**src/rtl/touchpad_controller.sv**
```systemverilog
// Serial front-end for an ADS7843-style touch ADC: cycles X/Y/Z1 conversion frames.
// Each frame is 24 touch_clk pulses (8 command, 16 read); results land on csb rise.
module touchpad_controller #(
  parameter int CLK_DIV = 16
) (
  input  logic        cclk,
  input  logic        rstb,
  input  logic        char,
  input  logic        touch_busy,
  input  logic        data_in,
  output logic        touch_clk,
  output logic        data_out,
  output logic        touch_csb,
  output logic [11:0] x,
  output logic [11:0] y,
  output logic [11:0] z
);

  localparam int DW = (CLK_DIV > 2) ? $clog2(CLK_DIV) : 1;

  typedef enum logic [2:0] {IDLE, SETUP, CMD, READ, DONE} state_t;

  state_t        state_q, state_d;
  logic [DW-1:0] div_q, div_d;
  logic [3:0]    bit_cnt_q, bit_cnt_d;
  logic [1:0]    chan_q, chan_d;
  logic [11:0]   sr_q, sr_d;
  logic [11:0]   x_q, x_d, y_q, y_d, z_q, z_d;
  logic          tclk_q, tclk_d, dout_q, dout_d, csb_q, csb_d;
  logic          tick;
  logic [7:0]    cmd;
  logic [2:0]    cmd_idx;

  assign tick    = (div_q == DW'(CLK_DIV - 1));
  assign cmd_idx = 3'd6 - bit_cnt_q[2:0];

  always_comb begin
    case (chan_q)
      2'd0:    cmd = 8'hD0;
      2'd1:    cmd = 8'h90;
      default: cmd = 8'hB0;
    endcase
  end

  always_comb begin
    state_d   = state_q;
    div_d     = tick ? '0 : div_q + DW'(1);
    bit_cnt_d = bit_cnt_q;
    chan_d    = chan_q;
    sr_d      = sr_q;
    x_d       = x_q;
    y_d       = y_q;
    z_d       = z_q;
    tclk_d    = tclk_q;
    dout_d    = dout_q;
    csb_d     = csb_q;

    case (state_q)
      IDLE: begin
        csb_d  = 1'b1;
        tclk_d = 1'b0;
        dout_d = 1'b0;
        if (tick && char && !touch_busy) begin
          state_d = SETUP;
          csb_d   = 1'b0;
          dout_d  = cmd[7];
        end
      end
      SETUP: begin
        if (tick) begin
          state_d   = CMD;
          tclk_d    = 1'b1;
          bit_cnt_d = '0;
        end
      end
      CMD: begin
        // Command bits change only on the falling half so the ADC sees them stable on rise
        if (tick) begin
          if (tclk_q) begin
            tclk_d = 1'b0;
            if (bit_cnt_q == 4'd7) begin
              state_d   = READ;
              bit_cnt_d = '0;
              dout_d    = 1'b0;
            end else begin
              bit_cnt_d = bit_cnt_q + 4'd1;
              dout_d    = cmd[cmd_idx];
            end
          end else begin
            tclk_d = 1'b1;
          end
        end
      end
      READ: begin
        if (tick) begin
          if (!tclk_q) begin
            tclk_d = 1'b1;
            // Pulse 1 is the busy slot and pulses 14-16 are padding; keep only 2..13
            if (bit_cnt_q >= 4'd1 && bit_cnt_q <= 4'd12)
              sr_d = {sr_q[10:0], data_in};
          end else begin
            tclk_d = 1'b0;
            if (bit_cnt_q == 4'd15) begin
              state_d = DONE;
              csb_d   = 1'b1;
              case (chan_q)
                2'd0:    x_d = sr_q;
                2'd1:    y_d = sr_q;
                default: z_d = sr_q;
              endcase
              chan_d = (chan_q == 2'd2) ? 2'd0 : chan_q + 2'd1;
            end else begin
              bit_cnt_d = bit_cnt_q + 4'd1;
            end
          end
        end
      end
      DONE: begin
        csb_d  = 1'b1;
        tclk_d = 1'b0;
        if (tick) state_d = IDLE;
      end
      default: state_d = IDLE;
    endcase
  end

  always_ff @(posedge cclk or posedge rstb) begin
    if (rstb) begin
      state_q   <= IDLE;
      div_q     <= '0;
      bit_cnt_q <= '0;
      chan_q    <= 2'd0;
      sr_q      <= '0;
      x_q       <= '0;
      y_q       <= '0;
      z_q       <= '0;
      tclk_q    <= 1'b0;
      dout_q    <= 1'b0;
      csb_q     <= 1'b1;
    end else begin
      state_q   <= state_d;
      div_q     <= div_d;
      bit_cnt_q <= bit_cnt_d;
      chan_q    <= chan_d;
      sr_q      <= sr_d;
      x_q       <= x_d;
      y_q       <= y_d;
      z_q       <= z_d;
      tclk_q    <= tclk_d;
      dout_q    <= dout_d;
      csb_q     <= csb_d;
    end
  end

  assign touch_clk = tclk_q;
  assign data_out  = dout_q;
  assign touch_csb = csb_q;
  assign x         = x_q;
  assign y         = y_q;
  assign z         = z_q;

endmodule

```
**config.mk**
```make
export PLATFORM = sky130hd
export DESIGN_NAME = touchpad_controller
export DESIGN_NICKNAME = d
export VERILOG_FILES = /design/src/rtl/touchpad_controller.sv
export SDC_FILE = /design/constraint.sdc
export NUM_CORES = 1
export LEC_CHECK = 0
export BUFFER_PORTS_ARGS = -buffer_cell sky130_fd_sc_hd__buf_2
export CORE_MARGIN = 2
export CORE_UTILIZATION = 56
export DETAILED_ROUTE_END_ITERATION = 8
export PLACE_DENSITY = 0.79
export SYNTH_ARGS = -nofsm -noshare
export SYNTH_HDL_FRONTEND = slang
export SYNTH_SLANG_ARGS = --single-unit
export TNS_END_PERCENT = 50
```
**constraint.sdc**
```tcl
create_clock -name cclk -period 2.45 [get_ports cclk]
set_input_delay 0.3675 -clock cclk [delete_from_list [all_inputs] [get_ports cclk]]
set_output_delay 0.3675 -clock cclk [all_outputs]
set_load 0.05 [all_outputs]
```
==> impl_results.md, run 1 <==
- Power Density: 630 mW/mm^2
- Layout cell share with drive strength beyond 1: 0.454
- Avg WL per Cell: 14.9 microns
- Top_reg_cell synth: dfrtp_1
- Crit. End Element: flop
- Io pins: 44
- Gpl congestion: 0.886
- Slowest stage delay, CP: 0.46 ns
- ANT nets after route: 0
- Worst Path Max Fanout: 9
- # setup viols final: 0
- DR iter-0 viols: 61
- GRT Total Usage: 0.202
- Clock transition at the registers of the reported paths: 0.07 ns
- Post-synth EDFFs: 0
- Syn-to-layout area delta: 18.8%
- Warnings from Yosys: 0
- Residual DRC count: 0
- Switching Share: 0.194
- FF-to-FF Start: bit_cnt_q[0]
- Global route total overflow: 0
- Tightest Pin Transition: 0.421 ns
- Clock power share: 0.495
- # rows: 26
- Worst skew pair latency: 0.34 ns
- Drt pass-1 iters: 4
- Crit Path Class: reg2reg
- Post-synthesis sequential area ratio: 0.557
- Max-cap violations: 0
- H-tree Lvls: 3
- WP data required: 2.67 ns
- Internal: 1.74 mW
- CTS tree: yes
- Clock buffer depth: 2
- R2R depth: 6
- VDD IR max: 434 uV
- Reg-to-Reg End: y[8]
- Fin crit period: 2.23 ns
- Commonest non-fill, non-tap cells in the layout: 63 x dfrtp_1, 43 x buf_2, 29 x mux2_2
- Core footprint: 0.00504 sq mm
- Starting Density: 0.570
- Sequential Power Share: 0.492
- Post-CTS setup buffers: 0
- Ant diodes: 0
- Die Wd: 75.7 microns
- Post-Synthesis Cells: 214
- Arrival @ worst endpoint: 2.45 ns
- Number of global-route vias before repair: 1719
- Routed via count: 1845
- Max Clock Freq: 449 MHz
- Hold/Removal Path Class: in2reg
- Setup slack, reg-to-reg: 0.22 ns
- Die ar.: 0.00573 sq mm
- Final Core Density: 0.678
- Final WL: 5100 microns
- Syn Nets: 224
- Root Buffer Master: clkbuf_8
- First-pass GRT wire length: 8370 microns
- Die Y: 75.7 microns
- Mapped cell area: 0.00288 sq mm
- Lkg Pwr: 1.82 nW
- Most common cell after layout, fill and taps aside: dfrtp_1
- Worst Skew: 0.00676 ns
- Slew HR: 0.716
- Vias per std cell: 5.38
- Power consumption: 2.15 mW
- Status: completed
- Avg Cell Area, Syn: 13.4 sq um
- HPWL Detailed: 3610 microns
- Type of origin of the critical path: flop
- Post-synth ARST share: 1.00
- Unrepaired setup endpoints after global routing: no
- Setup crit end: y[8]
- Comb pwr share: 0.013
- Crit share post-route: 0.910
- Final hold violation count: 0
- Flops & latches, synth: 64
- Critical-path cell list: ha_1, nand3_1, or3_4, nor3b_4, buf_4, mux2_2
- CTS Buf Count: 9
- Synth unique cells: 41
- Crit. Startpoint: bit_cnt_q[0]
- Critical path's slowest cell: or3_4
- Max-slew violations: 0
- Nets: 278
- Largest net degree at the start of global routing: 30
- Post-Route Setup TNS: 0 ns
- Switch Pwr: 0.417 mW
- Port buffer count: 43
- Initial antenna violation count: 0
- CTS sink count: 64
## per-stage QoR
step | setup slack, ns | hold WS [ns] | cell area, sq um | cells
finish | 0.221 | 0.277 | 3420 | 343
global route | 0.0666 | 0.254 | 3420 | 343
CTS | 0.213 | 0.253 | 3420 | 343
detailed placement | 0.259 | 0.345 | 3170 | 326
global placement | 0.339 | 0.345 | 3170 | 326
floorplan | 0.291 | 0.455 | 2880 | 214
## cell usage after synthesis (2+ instances only)
cell / n / area, sq um
o21ai_0: 7 / 35.0
mux2_4: 20 / 300
nand2b_1: 4 / 25.0
mux2_2: 29 / 327
a31oi_1: 2 / 12.5
nand2_1: 8 / 30.0
a211oi_1: 2 / 15.0
buf_6: 4 / 45.0
ha_1: 5 / 62.6
nor3_1: 3 / 15.0
buf_2: 3 / 15.0
a21oi_1: 4 / 20.0
nor2_1: 16 / 60.1
a21o_1: 2 / 15.0
nand3_1: 9 / 45.0
clkbuf_1: 2 / 7.51
dfrtp_1: 63 / 1580
and3_1: 3 / 18.8
inv_1: 6 / 22.5
## layer usage
metal,track usage,routed length [microns]
met1,0.267,2360
met2,0.305,2410
met3,0.0569,201
met4,0.103,124
met5,0,0
## kinds of logic after synthesis
group | after synthesis | share of synthesized area
compound gates | 22 | 0.0483
xor+xnor | 2 | 0.00609
fa+ha+maj | 5 | 0.0217
buf+inv | 16 | 0.0339
flops | 64 | 0.557
mux | 50 | 0.221
simple gates | 55 | 0.111
## power groups by stage
| stage | logic, mW | registers [mW] | clock network, mW |
|---|---|---|---|
| detailed placement | 0.0290 | 1.08 | 0 |
| CTS | 0.0301 | 1.06 | 1.09 |
| floorplan | 0.0175 | 1.08 | 0 |
| global route | 0.0342 | 1.06 | 1.13 |
| finish | 0.0285 | 1.06 | 1.07 |
| global placement | 0.0289 | 1.08 | 0 |
## critical path, delay by kind of cell (launching register included)
family,cells,cell delay [ns]
buffers and inverters,1,0.21
muxes,1,0.35
adders and majority gates,1,0.30
and+or+nand+nor,3,0.80
DFF,1,0.45
## sequential cells by signal, indices dropped and copies added, names as in the netlist
name and count:
sr_q 12, x 12, y 12, z 12, bit_cnt_q 4, div_q 4
state_q 3, chan_q 2, data_out 1, touch_clk 1, touch_csb 1
## how the worst min path moves through the flow
stage / depth (start not counted) / start / slack (ns) / endpoint
floorplan: 1 / div_q[0] / 0.46 / div_q[0]
global placement: 2 / rstb / 0.35 / x[10]
detailed placement: 2 / rstb / 0.34 / div_q[3]
CTS: 2 / data_in / 0.25 / sr_q[0]
global route: 2 / data_in / 0.25 / sr_q[0]
finish: 2 / data_in / 0.28 / sr_q[0]
## repair_timing
item                                   CTS  global route
hold buffers                             1             0
endpoints found under the hold margin   13             0
resized for setup                        0             0
## layout make-up
type | instances | area [sq um]
clock buffers | 10 | 128
clock inverters | 6 | 108
fillers | 356 | 1630
inverters | 6 | 22.5
multi-input cells | 134 | 1180
flip-flops and latches | 64 | 1600
well taps | 70 | 87.6
repair buffers | 53 | 293
Power figures use the tool's default switching activity.
==> inputs of run 2 (changes only) <==
SETUP_SLACK_MARGIN = 0.3   (was not set)
==> impl_results.md, run 2 (same netlist as run 1, synthesis figures left out) <==
- Commonest non-fill, non-tap cells in the layout: 61 x dfrtp_1, 43 x buf_2, 29 x mux2_2 (was 63 x dfrtp_1, 43 x buf_2, 29 x mux2_2)
- Initial antenna violation count: 0 (unchanged)
- Final hold violation count: 0 (unchanged)
- Fin crit period: 2.07 ns (was 2.23 ns)
- Global route total overflow: 0 (unchanged)
- Worst Path Max Fanout: 10 (was 9)
- Comb pwr share: 0.014 (was 0.013)
- Arrival @ worst endpoint: 2.28 ns (was 2.45 ns)
- CP bufs+invs: 1 (unchanged)
- Root Buffer Master: clkbuf_8 (unchanged)
- Worst skew pair latency: 0.34 ns (about the same)
- Ant diodes: 0 (unchanged)
- Max Clock Freq: 483 MHz (was 449 MHz)
- Die Y: 75.7 microns (unchanged)
- HPWL Detailed: 3540 microns (was 3610 microns)
- Avg WL per Cell: 15.6 microns (was 14.9 microns)
- Slew HR: 0.725 (was 0.716)
- Critical path's slowest cell: dfrtp_1 (was or3_4)
- Switch Pwr: 0.400 mW (was 0.417 mW)
- Max-slew violations: 0 (unchanged)
- CTS sink count: 64 (unchanged)
- Critical-path cell list: ha_4, nand4_2, or3_4, nor3b_4, buf_6, mux2_2 (was ha_1, nand3_1, or3_4, nor3b_4, buf_4, mux2_2)
- Vias per std cell: 5.47 (was 5.38)
- Number of global-route vias before repair: 1783 (was 1719)
- Setup crit end: y[5] (was y[8])
- Unrepaired setup endpoints after global routing: no (unchanged)
- Final Core Density: 0.672 (was 0.678)
- Final WL: 5320 microns (was 5100 microns)
- R2R depth: 6 (unchanged)
- Clock power share: 0.444 (was 0.495)
- Lkg Pwr: 1.79 nW (was 1.82 nW)
- Crit. Startpoint: div_q[1] (was bit_cnt_q[0])
- VDD IR max: 295 uV (was 434 uV)
- Routed via count: 1864 (was 1845)
- Status: completed (unchanged)
- Gpl congestion: 0.893 (was 0.886)
- Residual DRC count: 0 (unchanged)
- Hold slack: 0.0115 ns (was 0.277 ns)
- H-tree Lvls: 3 (unchanged)
- Core footprint: 0.00504 sq mm (unchanged)
- Crit. End Element: flop (unchanged)
- Hold/Removal Path Class: in2async (was in2reg)
- Most common cell after layout, fill and taps aside: dfrtp_1 (unchanged)
- Internal: 1.55 mW (was 1.74 mW)
- Io pins: 44 (unchanged)
- Clock buffer depth: 2 (unchanged)
- First-pass GRT wire length: 8610 microns (was 8370 microns)
- Setup slack, reg-to-reg: 0.38 ns (was 0.22 ns)
- Layout cell share with drive strength beyond 1: 0.465 (was 0.454)
- WP data required: 2.66 ns (was 2.67 ns)
- CTS Buf Count: 9 (unchanged)
- Max-cap violations: 0 (unchanged)
- ANT nets after route: 0 (unchanged)
- Sequential Power Share: 0.542 (was 0.492)
- Grt met2 use: 0.313 (was 0.305)
- Power Density: 576 mW/mm^2 (was 630 mW/mm^2)
- # rows: 26 (unchanged)
- Reg-to-Reg End: y[5] (was y[8])
- Drt pass-1 iters: 4 (unchanged)
- Crit Path Class: reg2reg (unchanged)
- Starting Density: 0.570 (unchanged)
- Crit share post-route: 0.845 (was 0.910)
- # setup viols final: 0 (unchanged)
- Met1 usage: 0.281 (was 0.267)
- Die ar.: 0.00573 sq mm (unchanged)
- Nets: 277 (was 278)
- GRT busiest layer: met2 (unchanged)
- Port buffer count: 43 (unchanged)
- Largest net degree at the start of global routing: 26 (was 30)
- M3 GR Usage: 0.0397 (was 0.0569)
- CTS tree: yes (unchanged)
- GRT Total Usage: 0.205 (was 0.202)
- Slowest stage delay, CP: 0.42 ns (was 0.46 ns)
- Switching Share: 0.205 (was 0.194)
- Post-Route Setup TNS: 0 ns (unchanged)
- Syn-to-layout area delta: 17.9% (was 18.8%)
- FF-to-FF Start: div_q[1] (was bit_cnt_q[0])
- Clock transition at the registers of the reported paths: 0.07 ns (about the same)
- Tightest Pin Transition: 0.412 ns (was 0.421 ns)
- Die Wd: 75.7 microns (unchanged)
- Type of origin of the critical path: flop (unchanged)
- DR iter-0 viols: 115 (was 61)
- Family with the most delay on the worst path: simple AND/OR/NAND/NOR gates (unchanged)
- Worst Skew: 0.00968 ns (was 0.00676 ns)
- Crit. path cell count: 6 (unchanged)
==> run 2: cell count changes in the layout (fill, tap and decap cells not counted) <==
cell	previous run	this run
bufinv_16	3	1
dfrtp_1	63	61
dfrtp_2	0	2
ha_1	5	3
ha_4	0	2
buf_4	9	8
buf_6	0	1
clkbuf_1	1	2
clkbuf_8	9	10
clkinv_2	2	1
dlygate4sd3_1	1	0
==> run 2: power groups by stage <==
stage          sequential [mW]  clock [mW]  combinational, mW
3_5_place_dp              1.08           0             0.0295
5_1_grt                   1.06       0.933             0.0328
3_3_place_gp              1.08           0             0.0287
4_1_cts                   1.06       0.884             0.0294
6_report                  1.06       0.868             0.0277
2_1_floorplan             1.08           0             0.0175
==> run 2: worst min path at each step <==
stage,start,to,slack (ns),cells past startpoint
after global routing,rstb,x[11],0.04,2
after CTS,rstb,x[11],0.03,2
final,rstb,z[10],0.01,2
after global placement,rstb,x[10],0.38,2
after floorplan,div_q[0],div_q[0],0.46,1
after detailed placement,rstb,x[10],0.39,2
==> run 2: worst register-to-register path, delay by kind of cell, from the launching register on <==
family / cells / cell delay, ns
AND/OR/NAND/NOR: 3 / 0.81
flip-flops: 1 / 0.42
multiplexers: 1 / 0.34
adder cells (fa/ha/maj): 1 / 0.20
buffers and inverters: 1 / 0.19
==> run 2: what timing repair did <==
| item | in CTS | in global routing |
|---|---|---|
| gates resized for setup | 3 | 3 |
| hold buffers | 0 | 0 |
| endpoints found under the hold margin | 0 | 0 |
| endpoints found under the setup margin | 11 | 33 |
| cloned | 0 | 0 |
| pin swaps | 1 | 0 |
| setup buffers | 1 | 0 |
==> run 2: metrics by stage <==
stage / power, mW / setup WS, ns / cells / cell area [sq um]
after floorplan: 1.10 / 0.344 / 214 / 2880
after global placement: 1.11 / 0.279 / 325 / 3170
after detailed placement: 1.11 / 0.208 / 325 / 3170
after CTS: 1.97 / 0.342 / 341 / 3370
after global routing: 2.02 / 0.306 / 341 / 3390
final: 1.95 / 0.381 / 341 / 3390
==> run 2: layout make-up <==
class                           count  area [sq um]
Tap cell                           70          87.6
Timing Repair Buffer               52           287
Sequential cell                    64          1610
Clock inverter                      3          42.5
Multi-Input combinational cell    134          1200
Clock buffer                       12           145
Inverter                            6          22.5
Fill cell                         368          1650
==> run 2: layer usage <==
metal / share of wire / wire, microns / vias to the layer above
met4: 0.024 / 125 / 0
met5: 0 / 0 / -
met1: 0.45 / 2420 / 937
li1: - / - / 867
met2: 0.48 / 2560 / 49
met3: 0.040 / 210 / 11
==> inputs of run 3 (changes only) <==
ABC_AREA = 1   (was not set)
clock period = 2 ns   (was 2.45 ns; I/O delays follow)
==> impl_results.md, run 3 <==
- Status: completed (unchanged)
- Critical-path cell list: buf_4, inv_1, ha_1, nor3_1, nor2_2, buf_4, nand4_1, nand2_1 (was ha_4, nand4_2, or3_4, nor3b_4, buf_6, mux2_2)
- Unrepaired setup endpoints after global routing: no (unchanged)
- Comb pwr share: 0.281 (was 0.014)
- Max-slew violations: 0 (unchanged)
- Worst Skew: 0.0101 ns (was 0.00968 ns)
- Reg-to-Reg End: sr_q[7] (was y[5])
- FF-to-FF Start: bit_cnt_q[0] (was div_q[1])
- Fillers: 416 (was 368)
- Post-Synthesis Cells: 322 (was 214)
- Syn Nets: 332 (was 224)
- VDD IR max: 855 uV (was 295 uV)
- Internal: 2.47 mW (was 1.55 mW)
- Max-cap violations: 0 (unchanged)
- Die ar.: 0.00588 sq mm (was 0.00573 sq mm)
- Type of origin of the critical path: flop (unchanged)
- Area occupied by multi-input gates: 0.00121 sq mm (was 0.00120 sq mm)
- Core footprint: 0.00511 sq mm (was 0.00504 sq mm)
- Number of global-route vias before repair: 2356 (was 1783)
- Post-synthesis sequential area ratio: 0.542 (was 0.557)
- # setup viols final: 0 (unchanged)
- Tightest Pin Transition: 0.515 ns (was 0.412 ns)
- Arrival @ worst endpoint: 1.81 ns (was 2.28 ns)
- Vias per std cell: 5.21 (was 5.47)
- Clock transition at the registers of the reported paths: 0.07 ns (about the same)
- Syn-to-layout area delta: 20.3% (was 17.9%)
- WP data required: 2.22 ns (was 2.66 ns)
- Synth top area share: 0.533 (was 0.548)
- Sequential Power Share: 0.389 (was 0.542)
- CTS sink count: 64 (unchanged)
- Drt pass-1 iters: 4 (unchanged)
- Switch Pwr: 1.31 mW (was 0.400 mW)
- Avg WL per Cell: 13.5 microns (was 15.6 microns)
- Top cells by area, synth: dfrtp_1 53%, nand2_1 12%, o21ai_2 4.7% (was dfrtp_1 55%, mux2_2 11%, mux2_4 10%)
- Lkg Pwr: 1.79 nW (about the same)
- Largest net degree at the start of global routing: 26 (unchanged)
- Crit. End Element: flop (unchanged)
- Nets: 386 (was 277)
- Global route total overflow: 0 (unchanged)
- Gpl congestion: 0.990 (was 0.893)
- Hold/Removal Path Class: in2reg (was in2async)
- Post-synth ARST share: 1.00 (unchanged)
- Post-synth top cells: 94 x nand2_1, 63 x dfrtp_1, 26 x inv_1 (was 63 x dfrtp_1, 29 x mux2_2, 20 x mux2_4)
- HPWL Detailed: 4410 microns (was 3540 microns)
- Final hold violation count: 0 (unchanged)
- Most frequent cell after synthesis: nand2_1 (was dfrtp_1)
- Initial antenna violation count: 0 (unchanged)
- FF+latch area: 0.00160 sq mm (was 0.00161 sq mm)
- Slew HR: 0.656 (was 0.725)
- Slowest stage delay, CP: 0.35 ns (was 0.42 ns)
- Top_reg_cell synth: dfrtp_1 (unchanged)
- Starting Density: 0.579 (was 0.570)
- Switching Share: 0.346 (was 0.205)
- DR iter-0 viols: 119 (was 115)
- First-pass GRT wire length: 10900 microns (was 8610 microns)
- Commonest non-fill, non-tap cells in the layout: 94 x nand2_1, 62 x dfrtp_1, 43 x buf_2 (was 61 x dfrtp_1, 43 x buf_2, 29 x mux2_2)
- Power Density: 1060 mW/mm^2 (was 576 mW/mm^2)
- CP bufs+invs: 3 (was 1)
- Mapped cell area: 0.00296 sq mm (was 0.00288 sq mm)
- Most common cell on crit path: buf_4
- ANT nets after route: 0 (unchanged)
- Die Wd: 76.7 microns (was 75.7 microns)
- Fin crit period: 1.60 ns (was 2.07 ns)
- Family with the most delay on the worst path: simple AND/OR/NAND/NOR gates (unchanged)
- Flops & latches, synth: 64 (unchanged)
- Most common cell after layout, fill and taps aside: nand2_1 (was dfrtp_1)
- CTS Buf Count: 9 (unchanged)
- Routed via count: 2350 (was 1864)
- Worst skew pair latency: 0.34 ns (about the same)
- Post-synth EDFFs: 0 (unchanged)
- Setup slack, reg-to-reg: 0.40 ns (was 0.38 ns)
- Residual DRC count: 0 (unchanged)
- Port buffer count: 43 (unchanged)
- Max Clock Freq: 626 MHz (was 483 MHz)
- Root Buffer Master: clkbuf_8 (unchanged)
- Crit Path Class: reg2reg (unchanged)
- Crit share post-route: 0.799 (was 0.845)
- Yosys top cell by area: dfrtp_1 (unchanged)
- Avg Cell Area, Syn: 9.19 sq um (was 13.4 sq um)
- Clock buffer depth: 2 (unchanged)
- Hold_sp: data_in
- Critical path's slowest cell: dfrtp_1 (unchanged)
- Power consumption: 3.78 mW (was 1.95 mW)
- Hold slack: 0.242 ns (was 0.0115 ns)
- R2R depth: 8 (was 6)
- Ant diodes: 0 (unchanged)
- Clock power share: 0.330 (was 0.444)
- Crit. Startpoint: bit_cnt_q[0] (was div_q[1])
- Worst Hold Depth: 3
- Post-Route Setup TNS: 0 ns (unchanged)
- CTS tree: yes (unchanged)
- Synth unique cells: 28 (was 41)
- Layout cell share with drive strength beyond 1: 0.297 (was 0.465)
- GRT Total Usage: 0.234 (was 0.205)
- Warnings from Yosys: 0 (unchanged)
- Final WL: 6070 microns (was 5320 microns)
- Io pins: 44 (unchanged)
- H-tree Lvls: 3 (unchanged)
- Die Y: 76.7 microns (was 75.7 microns)
- Worst Path Max Fanout: 12 (was 10)
- WHS Endpoint: sr_q[0]
- # rows: 26 (unchanged)
-- run 3: cell types whose count changed after synthesis, moves of 4 or more --
cell	change
o21ai_1	+20
inv_1	+20
nand4_1	+13
nand2_1	+86
nand2b_1	-4
mux2_4	-20
mux2_2	-29
o21ai_2	+16
nor2_4	+5
nand3_1	+9
-- run 3: timing repair --
action	in CTS	in global routing
setup buffers	0	0
endpoints found under the hold margin	10	0
cloned	0	0
pin swaps	0	2
hold buffers	1	0
gates resized for setup	3	12
setup endpoints to repair	52	54
-- run 3: worst max-delay path by stage --
stage | end | slack [ns] | cells after the start
after floorplan | x[4] | 0.42 | 6
after global placement | state_q[1] | 0.25 | 8
after detailed placement | z[4] | 0.19 | 8
after CTS | bit_cnt_q[0] | 0.30 | 8
after global routing | sr_q[7] | 0.30 | 8
final | sr_q[7] | 0.40 | 8
-- run 3: layer usage --
metal,track usage,routed length [microns],share of wire
met3,0.0506,282,0.046
met2,0.395,3020,0.50
met1,0.300,2690,0.44
met4,0.0836,82,0.014
met5,0,0,0
-- run 3: cell type report --
type / instances / area share
Clock buffer: 11 / 0.0425
Clock inverter: 5 / 0.0222
Inverter: 29 / 0.0316
Multi-Input combinational cell: 217 / 0.340
Sequential cell: 64 / 0.451
Tap cell: 70 / 0.0246
Timing Repair Buffer: 55 / 0.0886
-- run 3: worst reg2reg max path: cells and delay by family, from the launching register on --
| kind | cells | cell delay (ns) |
|---|---|---|
| and+or+nand+nor | 4 | 0.52 |
| DFF | 1 | 0.35 |
| adders and majority gates | 1 | 0.20 |
| buffers and inverters | 3 | 0.41 |
-- run 3: metrics by stage --
stage	cells	util	instance area, sq um	setup WS (ns)
final	451	0.697	3560	0.402
after global routing	451	0.697	3560	0.299
after CTS	451	0.687	3510	0.303
after detailed placement	434	0.637	3250	0.186
after global placement	434	0.637	3250	0.251
after floorplan	322	-	2960	0.420
-- run 3: cell families (layout without fill, tap and decap cells) --
kind of cell	Yosys count	count (layout)	synth area share
adder cells (fa/ha/maj)	5	5	0.0211
buffers and inverters	41	100	0.0689
AND/OR/NAND/NOR	157	157	0.250
AO/OA/AOI/OAI	52	52	0.110
XOR/XNOR	3	3	0.00888
flip-flops	64	64	0.542
-- run 3: power groups by stage --
| stage | clock network (mW) | registers, mW | logic [mW] |
|---|---|---|---|
| floorplan | 0 | 1.58 | 0.671 |
| global placement | 0 | 1.49 | 1.00 |
| detailed placement | 0 | 1.49 | 1.02 |
| CTS | 1.27 | 1.47 | 1.02 |
| global route | 1.33 | 1.49 | 1.21 |
| finish | 1.25 | 1.47 | 1.06 |
